### src/rtl/alu_pkg.sv
// Shared types for the alu_mc handshaked ALU: opcodes, FSM states, status flags.
// ALU_MC_MUL_EN adds the BUSY state used by the iterative multiply.
package alu_pkg;

    typedef enum logic [3:0] {
        OP_AND = 4'd0,
        OP_OR  = 4'd1,
        OP_ADD = 4'd2,
        OP_XOR = 4'd3,
        OP_SUB = 4'd6,
        OP_SLT = 4'd7,
        OP_SLL = 4'd8,
        OP_SRL = 4'd9,
        OP_MUL = 4'd10
    } op_e;

`ifdef ALU_MC_MUL_EN
    typedef enum logic [1:0] {
        IDLE = 2'd0,
        BUSY = 2'd1,
        DONE = 2'd2
    } state_e;
`else
    typedef enum logic [1:0] {
        IDLE = 2'd0,
        DONE = 2'd2
    } state_e;
`endif

    typedef struct packed {
        logic zero;
        logic negative;
        logic carry;
        logic overflow;
    } flags_t;

endpackage

### src/rtl/alu_mul_iter.sv
// Iterative radix-2 shift-add unsigned multiplier, one partial product per cycle.
// The start cycle already performs the first step, so WIDTH steps end WIDTH-1 cycles after start.
module alu_mul_iter #(
    parameter int WIDTH = 64
) (
    input  logic                 clk,
    input  logic                 rst,
    input  logic                 start,
    input  logic [WIDTH-1:0]     a,
    input  logic [WIDTH-1:0]     b,
    output logic                 busy,
    output logic                 done,
    output logic [2*WIDTH-1:0]   product
);

    localparam int CW = $clog2(WIDTH);

    logic [WIDTH-1:0]   mcand_q, mcand_d;
    logic [2*WIDTH-1:0] prod_q, prod_d;
    logic [CW-1:0]      cnt_q, cnt_d;
    logic               busy_q, busy_d;
    logic               done_q, done_d;

    logic [WIDTH-1:0]   step_mcand;
    logic [2*WIDTH-1:0] step_in;
    logic [WIDTH:0]     partial;

    // Product register holds {accumulator, remaining multiplier bits}; each step shifts right by one.
    always_comb begin
        step_mcand = (start && !busy_q) ? a : mcand_q;
        step_in    = (start && !busy_q) ? {{WIDTH{1'b0}}, b} : prod_q;
        partial    = {1'b0, step_in[2*WIDTH-1:WIDTH]}
                   + {1'b0, step_mcand & {WIDTH{step_in[0]}}};
    end

    always_comb begin
        mcand_d = mcand_q;
        prod_d  = prod_q;
        cnt_d   = cnt_q;
        busy_d  = busy_q;
        done_d  = 1'b0;
        if (start && !busy_q) begin
            mcand_d = a;
            prod_d  = {partial, step_in[WIDTH-1:1]};
            cnt_d   = CW'(1);
            busy_d  = 1'b1;
        end else if (busy_q) begin
            prod_d = {partial, step_in[WIDTH-1:1]};
            cnt_d  = cnt_q + CW'(1);
            if (cnt_q == CW'(WIDTH - 1)) begin
                busy_d = 1'b0;
                done_d = 1'b1;
            end
        end
    end

    always_ff @(posedge clk or posedge rst) begin
        if (rst) begin
            mcand_q <= '0;
            prod_q  <= '0;
            cnt_q   <= '0;
            busy_q  <= 1'b0;
            done_q  <= 1'b0;
        end else begin
            mcand_q <= mcand_d;
            prod_q  <= prod_d;
            cnt_q   <= cnt_d;
            busy_q  <= busy_d;
            done_q  <= done_d;
        end
    end

    assign busy    = busy_q;
    assign done    = done_q;
    assign product = prod_q;

endmodule

### src/rtl/alu_mc.sv
// Multi-cycle handshaked ALU with registered result and flags.
// Define ALU_MC_MUL_EN to include the iterative multiplier (opcode 10); otherwise opcode 10 is illegal.
module alu_mc
    import alu_pkg::*;
#(
    parameter int WIDTH = 64
) (
    input  logic             clk,
    input  logic             rst,
    input  logic             in_valid,
    output logic             in_ready,
    input  logic [WIDTH-1:0] operand1,
    input  logic [WIDTH-1:0] operand2,
    input  logic [3:0]       operation,
    output logic             out_valid,
    input  logic             out_ready,
    output logic [WIDTH-1:0] res,
    output logic             zero,
    output logic             negative,
    output logic             carry,
    output logic             overflow,
    output logic             illegal
);

    localparam int SHW = $clog2(WIDTH);

    state_e           state_q, state_d;
    logic [WIDTH-1:0] res_q, res_d;
    flags_t           flags_q, flags_d;
    logic             illegal_q, illegal_d;

    logic [WIDTH:0]   add_ext;
    logic [WIDTH:0]   sub_ext;
    logic [WIDTH-1:0] alu_res;
    flags_t           alu_flags;
    logic             alu_illegal;

`ifdef ALU_MC_MUL_EN
    logic               mul_start;
    logic               mul_busy;
    logic               mul_done;
    logic [2*WIDTH-1:0] mul_product;

    alu_mul_iter #(
        .WIDTH (WIDTH)
    ) u_mul (
        .clk     (clk),
        .rst     (rst),
        .start   (mul_start),
        .a       (operand1),
        .b       (operand2),
        .busy    (mul_busy),
        .done    (mul_done),
        .product (mul_product)
    );
`endif

    // Extra top bit of sub_ext is the unsigned borrow.
    always_comb begin
        add_ext = {1'b0, operand1} + {1'b0, operand2};
        sub_ext = {1'b0, operand1} - {1'b0, operand2};
    end

    always_comb begin
        alu_res     = '0;
        alu_flags   = '0;
        alu_illegal = 1'b0;
        case (operation)
            OP_AND: alu_res = operand1 & operand2;
            OP_OR:  alu_res = operand1 | operand2;
            OP_XOR: alu_res = operand1 ^ operand2;
            OP_ADD: begin
                alu_res            = add_ext[WIDTH-1:0];
                alu_flags.carry    = add_ext[WIDTH];
                alu_flags.overflow = (operand1[WIDTH-1] == operand2[WIDTH-1])
                                  && (add_ext[WIDTH-1] != operand1[WIDTH-1]);
            end
            OP_SUB: begin
                alu_res            = sub_ext[WIDTH-1:0];
                alu_flags.carry    = sub_ext[WIDTH];
                alu_flags.overflow = (operand1[WIDTH-1] != operand2[WIDTH-1])
                                  && (sub_ext[WIDTH-1] != operand1[WIDTH-1]);
            end
            OP_SLT: alu_res = WIDTH'($signed(operand1) < $signed(operand2));
            OP_SLL: alu_res = operand1 << operand2[SHW-1:0];
            OP_SRL: alu_res = operand1 >> operand2[SHW-1:0];
`ifdef ALU_MC_MUL_EN
            OP_MUL: alu_res = '0;
`endif
            default: alu_illegal = 1'b1;
        endcase
        // Illegal opcodes report every flag clear, including zero.
        alu_flags.zero     = !alu_illegal && (alu_res == '0);
        alu_flags.negative = alu_res[WIDTH-1];
    end

    always_comb begin
        state_d   = state_q;
        res_d     = res_q;
        flags_d   = flags_q;
        illegal_d = illegal_q;
`ifdef ALU_MC_MUL_EN
        mul_start = 1'b0;
`endif
        case (state_q)
            IDLE: begin
                if (in_valid) begin
`ifdef ALU_MC_MUL_EN
                    if (operation == OP_MUL) begin
                        mul_start = 1'b1;
                        state_d   = BUSY;
                    end else
`endif
                    begin
                        res_d     = alu_res;
                        flags_d   = alu_flags;
                        illegal_d = alu_illegal;
                        state_d   = DONE;
                    end
                end
            end
`ifdef ALU_MC_MUL_EN
            BUSY: begin
                if (mul_done && !mul_busy) begin
                    res_d            = mul_product[WIDTH-1:0];
                    flags_d.zero     = (mul_product[WIDTH-1:0] == '0);
                    flags_d.negative = mul_product[WIDTH-1];
                    flags_d.carry    = 1'b0;
                    flags_d.overflow = |mul_product[2*WIDTH-1:WIDTH];
                    illegal_d        = 1'b0;
                    state_d          = DONE;
                end
            end
`endif
            DONE: begin
                if (out_ready) begin
                    state_d = IDLE;
                end
            end
            default: state_d = IDLE;
        endcase
    end

    always_ff @(posedge clk or posedge rst) begin
        if (rst) begin
            state_q   <= IDLE;
            res_q     <= '0;
            flags_q   <= '0;
            illegal_q <= 1'b0;
        end else begin
            state_q   <= state_d;
            res_q     <= res_d;
            flags_q   <= flags_d;
            illegal_q <= illegal_d;
        end
    end

    assign in_ready  = (state_q == IDLE);
    assign out_valid = (state_q == DONE);
    assign res       = res_q;
    assign zero      = flags_q.zero;
    assign negative  = flags_q.negative;
    assign carry     = flags_q.carry;
    assign overflow  = flags_q.overflow;
    assign illegal   = illegal_q;

endmodule

### config.mk
export PLATFORM = sky130hd
export DESIGN_NAME = alu_mc
export DESIGN_NICKNAME = d
export VERILOG_FILES = /design/src/rtl/alu_pkg.sv /design/src/rtl/alu_mul_iter.sv /design/src/rtl/alu_mc.sv
export SDC_FILE = /design/constraint.sdc
export NUM_CORES = 1
export LEC_CHECK = 0
export BUFFER_PORTS_ARGS = -buffer_cell sky130_fd_sc_hd__buf_4
export CAP_MARGIN = 20
export CORE_AREA = 2 2 184 366
export CTS_BUF_LIST = sky130_fd_sc_hd__clkbuf_8
export CTS_CLUSTER_DIAMETER = 150
export DETAILED_ROUTE_END_ITERATION = 10
export DIE_AREA = 0 0 186 368
export HOLD_SLACK_MARGIN = 0.08
export PLACE_DENSITY = 0.64
export SLEW_MARGIN = 20
export SYNTH_ARGS = -nofsm -noshare
export SYNTH_HDL_FRONTEND = slang
export SYNTH_HIERARCHICAL = 1
export SYNTH_SLANG_ARGS = --single-unit
### constraint.sdc
create_clock -name clk -period 2.95 [get_ports clk]
set_input_delay 0.59 -clock clk [delete_from_list [all_inputs] [get_ports clk]]
set_output_delay 0.59 -clock clk [all_outputs]
set_load 0.05 [all_outputs]
==> flow_summary.json, run 1 <==
{
  "grt_start_max_net_pins": 39,
  "io_pins": 207,
  "synth_cell_types": 99,
  "numCtsBuffers": 9,
  "syn_avg_cell_area_um2": 7.11,
  "yosysWarnings": 6,
  "die_y_um": 368,
  "cts_buffer_depth": 2,
  "overflow": 260,
  "ys_seq_area_share_pct": 6.63,
  "synth.net_count": 3995,
  "port_buffers": 206,
  "syn_area_um2": 26000,
  "synthMostInstantiatedCell": "nand2_1",
  "root_buffer": "clkbuf_8",
  "initial_core_util_pct": 39.6,
  "synthTopCellsByCount": "nand2_1, nor2_1, a21oi_1",
  "grt_pass1_vias": 46233,
  "yosys.area.top_type_share_pct": 11.0,
  "cts_htree_levels": 3,
  "ctsHoldBuffers": 0,
  "dp_hpwl_um": 171000,
  "globalplace.congestion": 1.24,
  "fp.dieW_um": 186,
  "ys_top_cells_by_area": "mux4_2, ha_1, mux2i_1",
  "syn-instance-count": 3662,
  "place_inst": 6112,
  "async_reset_ff_share_pct": 100,
  "synth_seq_cells": 69,
  "grt_pass1_wl_um": 365000,
  "grtUsageTotal_pct": 72.0,
  "synth_top_area_cell": "mux4_2",
  "dpl_cell_area_um2": 41100,
  "synth_top_flop_cell": "dfrtp_1",
  "cts.sinks": 69,
  "outcome": "stopped before the end",
  "error": "[ERROR GRT-0116] Global routing finished with congestion. Check the congestion regions in the DRC Viewer.",
  "haltStage": "5_1_grt",
  "synth_edf_count": 0,
  "num_rows": 133
}
[cells by family after synthesis]
group,count (synthesis),share of synthesized area [%]
AND/OR/NAND/NOR,1219,21.5
AO/OA/AOI/OAI,1217,31.3
buffers and inverters,544,8.61
multiplexers,395,21.7
adder cells (fa/ha/maj),197,9.53
flip-flops,69,6.63
XOR/XNOR,21,0.706
[what timing repair did]
item                                    CTS
endpoints found under the setup margin   64
gates cloned                              3
buffers inserted                         68
endpoints found under the hold margin     0
pin swaps                               118
resized for setup                       467
[per-layer routing]
layer,GRT usage [%],GRT overflow
met5,14.7,0
met4,74.3,119
met1,72.4,0
met2,90.6,138
met3,51.8,3
[stage by stage]
| step | setup WS, ns | hold WS (ns) |
|---|---|---|
| 2_1_floorplan | -2.26 | 0.686 |
| 3_3_place_gp | -2.69 | 0.461 |
| 3_5_place_dp | -2.72 | 0.464 |
| 4_1_cts | -1.60 | 0.284 |
==> run 2, diff against run 1 <==
--- a/config.mk
+++ b/config.mk
@@ -7,13 +7,10 @@
 export LEC_CHECK = 0
 export BUFFER_PORTS_ARGS = -buffer_cell sky130_fd_sc_hd__buf_4
 export CAP_MARGIN = 20
-export CORE_AREA = 2 2 184 366
-export CTS_BUF_LIST = sky130_fd_sc_hd__clkbuf_8
-export CTS_CLUSTER_DIAMETER = 150
+export CORE_AREA = 2 2 326 328
 export DETAILED_ROUTE_END_ITERATION = 10
-export DIE_AREA = 0 0 186 368
-export HOLD_SLACK_MARGIN = 0.08
-export PLACE_DENSITY = 0.64
+export DIE_AREA = 0 0 328 330
+export PLACE_DENSITY_LB_ADDON = 0.15
 export SLEW_MARGIN = 20
 export SYNTH_ARGS = -nofsm -noshare
 export SYNTH_HDL_FRONTEND = slang
==> run 2 against run 1 <==
  * The flow now finishes, with violations (setup timing)
  * Synthesized cell count unchanged
  * Synthesized area unchanged
==> flow_summary.json, run 2 <==
{
  "outcome": "finished, violations left",
  "violations": "setup timing",
  "port_buffers": 206,
  "dpl_cell_area_um2": 42300,
  "post-route-util_pct": 45.6,
  "tightest_slew_ns": 1.06,
  "root_buffer": "clkbuf_16",
  "num_rows": 119,
  "cp.required_ns": 3.24,
  "synth_cell_types": 99,
  "synth.net_count": 3995,
  "grtUsageTotal_pct": 38.6,
  "wl_per_cell_um": 31.9,
  "dieArea_um2": 108000,
  "power_density_nw_per_um2": 299,
  "async_reset_ff_share_pct": 100,
  "r2r_start": "state_q[1]$_DFFE_PP0P_",
  "reg2reg_depth": 11,
  "fin_ws_ns": -1.76,
  "synth_edf_count": 0,
  "overflow": 0,
  "die_y_um": 330,
  "setup_viol": 59,
  "layout.nets": 5761,
  "cts.sinks": 69,
  "final_common_cell": "buf_4",
  "nFillCells": 10779,
  "antenna_found_initial": 9,
  "largest_register_ffs": 64,
  "cp.arrival_ns": 5.01,
  "synth_seq_cells": 69,
  "r2r_end": "zero$_DFFE_PP0P_",
  "grt_start_max_net_pins": 70,
  "critPathMaxFanout": 16,
  "vias_per_cell": 5.78,
  "peakVddDrop_uv": 616,
  "critPathKind": "in2reg",
  "cp-start-kind": "primary input",
  "cp-endpoint": "zero$_DFFE_PP0P_",
  "min_period_ns": 4.71,
  "slowest_stage": "or4_4",
  "ant_nets": 0,
  "grt_setup_unrepaired": "yes",
  "fp.dieW_um": 328,
  "ys_top_cells_by_area": "mux4_2, ha_1, mux2i_1",
  "grt_pass1_vias": 37679,
  "crit_path_start": "operand2[1]",
  "syn_to_final_growth_pct": 83.5,
  "synthTopCellsByCount": "nand2_1, nor2_1, a21oi_1",
  "hold_path_class": "in2async",
  "path_cells": "buf_6, buf_12, buf_4, or2_1, buf_4, o22ai_1, or3_1, o221ai_1, nand2_1, nand3_1, or3b_1, or4_4, nor4_4, buf_4, nand4_1, or4_4, nor4_4, a32o_1",
  "cts_tree": "done",
  "initial_core_util_pct": 24.9,
  "p_total_mw": 14.3,
  "slew_viol_final": 0,
  "io_pins": 207,
  "cts_buffer_depth": 2,
  "synth_top_flop_cell": "dfrtp_1",
  "grt_pass1_wl_um": 296000,
  "synthMostInstantiatedCell": "nand2_1",
  "r2r_slack_ns": -0.26,
  "first_pass_iters": 6,
  "maxSlewHeadroom_pct": 28.9,
  "yosysWarnings": 6,
  "core_region_area_um2": 105000,
  "clkTransAtPathRegs_ns": 0.06,
  "insertion_delay_ns": 0.35,
  "dp_hpwl_um": 184000,
  "syn-instance-count": 3662,
  "cts_htree_levels": 3,
  "max_freq_ghz": 0.212,
  "synth_top_area_cell": "mux4_2",
  "p_leak_nw": 21.7,
  "period_share_pct": 160,
  "syn_avg_cell_area_um2": 7.11,
  "fin_worst_skew_ns": 0.00777,
  "dr.first_iter.drc_count": 4824,
  "cap_violations": 0,
  "final_area_um2": 47800,
  "vias": 39458,
  "globalplace.congestion": 1.05,
  "critPathMaxStageDelay_ns": 0.61,
  "yosys.area.top_type_share_pct": 11.0,
  "hold_viol": 0,
  "routed_wl_um": 217000,
  "numCtsBuffers": 9,
  "drc": 0,
  "syn_area_um2": 26000,
  "layout_common_cells": "buf_4, nand2_1, nor2_1, a21oi_1, inv_1",
  "cp-end-kind": "flop",
  "drive_gt1_share_pct": 52.6,
  "cp_common_cell": "buf_4",
  "ys_seq_area_share_pct": 6.63
}
## run 2: metal layers
layer  part of all wire (%)  wire [um]  global-route usage [%]
met5                  0.011         25                       0
met4                    4.4       9670                    14.3
met3                    8.4      18200                    5.14
met2                     43      94200                    59.7
met1                     44      95400                    54.4
## run 2: layout make-up
type	instances	area (um^2)	share of cell area, %
Clock buffer	12	267	0.558
Timing Repair Buffer	2088	17300	36.3
Antenna cell	3	7.51	0.0157
Clock inverter	4	77.6	0.162
Multi-Input combinational cell	3049	25800	53.9
Inverter	211	872	1.83
Tap cell	1391	1740	3.64
Sequential cell	69	1730	3.61
## run 2: repair_timing
item,CTS,global route
hold buffers,0,0
resized for setup,440,423
cloned,3,3
pin swaps,108,166
setup buffers,55,100
endpoints found under the setup margin,66,64
## run 2: how the worst min path moves through the flow
stage,start,to,depth (start not counted)
5_1_grt,rst,res[7]$_DFFE_PP0P_,3
2_1_floorplan,out_ready,state_q[1]$_DFFE_PP0P_,1
3_5_place_dp,res[10]$_DFFE_PP0P_,res[10]$_DFFE_PP0P_,2
3_3_place_gp,res[10]$_DFFE_PP0P_,res[10]$_DFFE_PP0P_,2
6_report,rst,res[4]$_DFFE_PP0P_,3
4_1_cts,rst,res[14]$_DFFE_PP0P_,3
## run 2: critical path, delay by kind of cell
| kind | cells | cell delay, ns |
|---|---|---|
| AOI/OAI and AO/OA | 3 | 0.62 |
| buffers and inverters | 5 | 0.80 |
| and+or+nand+nor | 10 | 2.95 |
## run 2: cells by family (layout without fill, tap and decap cells)
| logic type | after synthesis | in the layout | share of synthesized area (%) |
|---|---|---|---|
| simple gates | 1219 | 1219 | 21.5 |
| compound gates | 1217 | 1217 | 31.3 |
| buf+inv | 544 | 2315 | 8.61 |
| mux | 395 | 395 | 21.7 |
| fa+ha+maj | 197 | 197 | 9.53 |
| flops | 69 | 69 | 6.63 |
| xor+xnor | 21 | 21 | 0.706 |
| other cells | 0 | 3 | 0 |
## run 2: report_power, final
group | total, mW | switching [mW] | leakage [nW] | internal [mW]
Combinational | 11.7 | 6.66 | 20.7 | 5.07
Sequential | 1.28 | 0.123 | 0.882 | 1.16
Clock | 1.25 | 0.437 | 0.169 | 0.813
Total | 14.3 | 7.22 | 21.7 | 7.04
## run 2: through the flow
step                TNS, ns  std cells  hold slack [ns]  setup slack [ns]
global placement     -76.49       6678            0.461             -2.79
global route         -36.44       6824            0.313             -1.77
finish               -33.72       6827            0.271             -1.76
floorplan            -45.04       3662            0.686             -2.26
detailed placement   -76.89       6678            0.464             -2.88
CTS                  -31.54       6747            0.278             -1.71
Note: power is estimated with default switching activity, not from simulation.
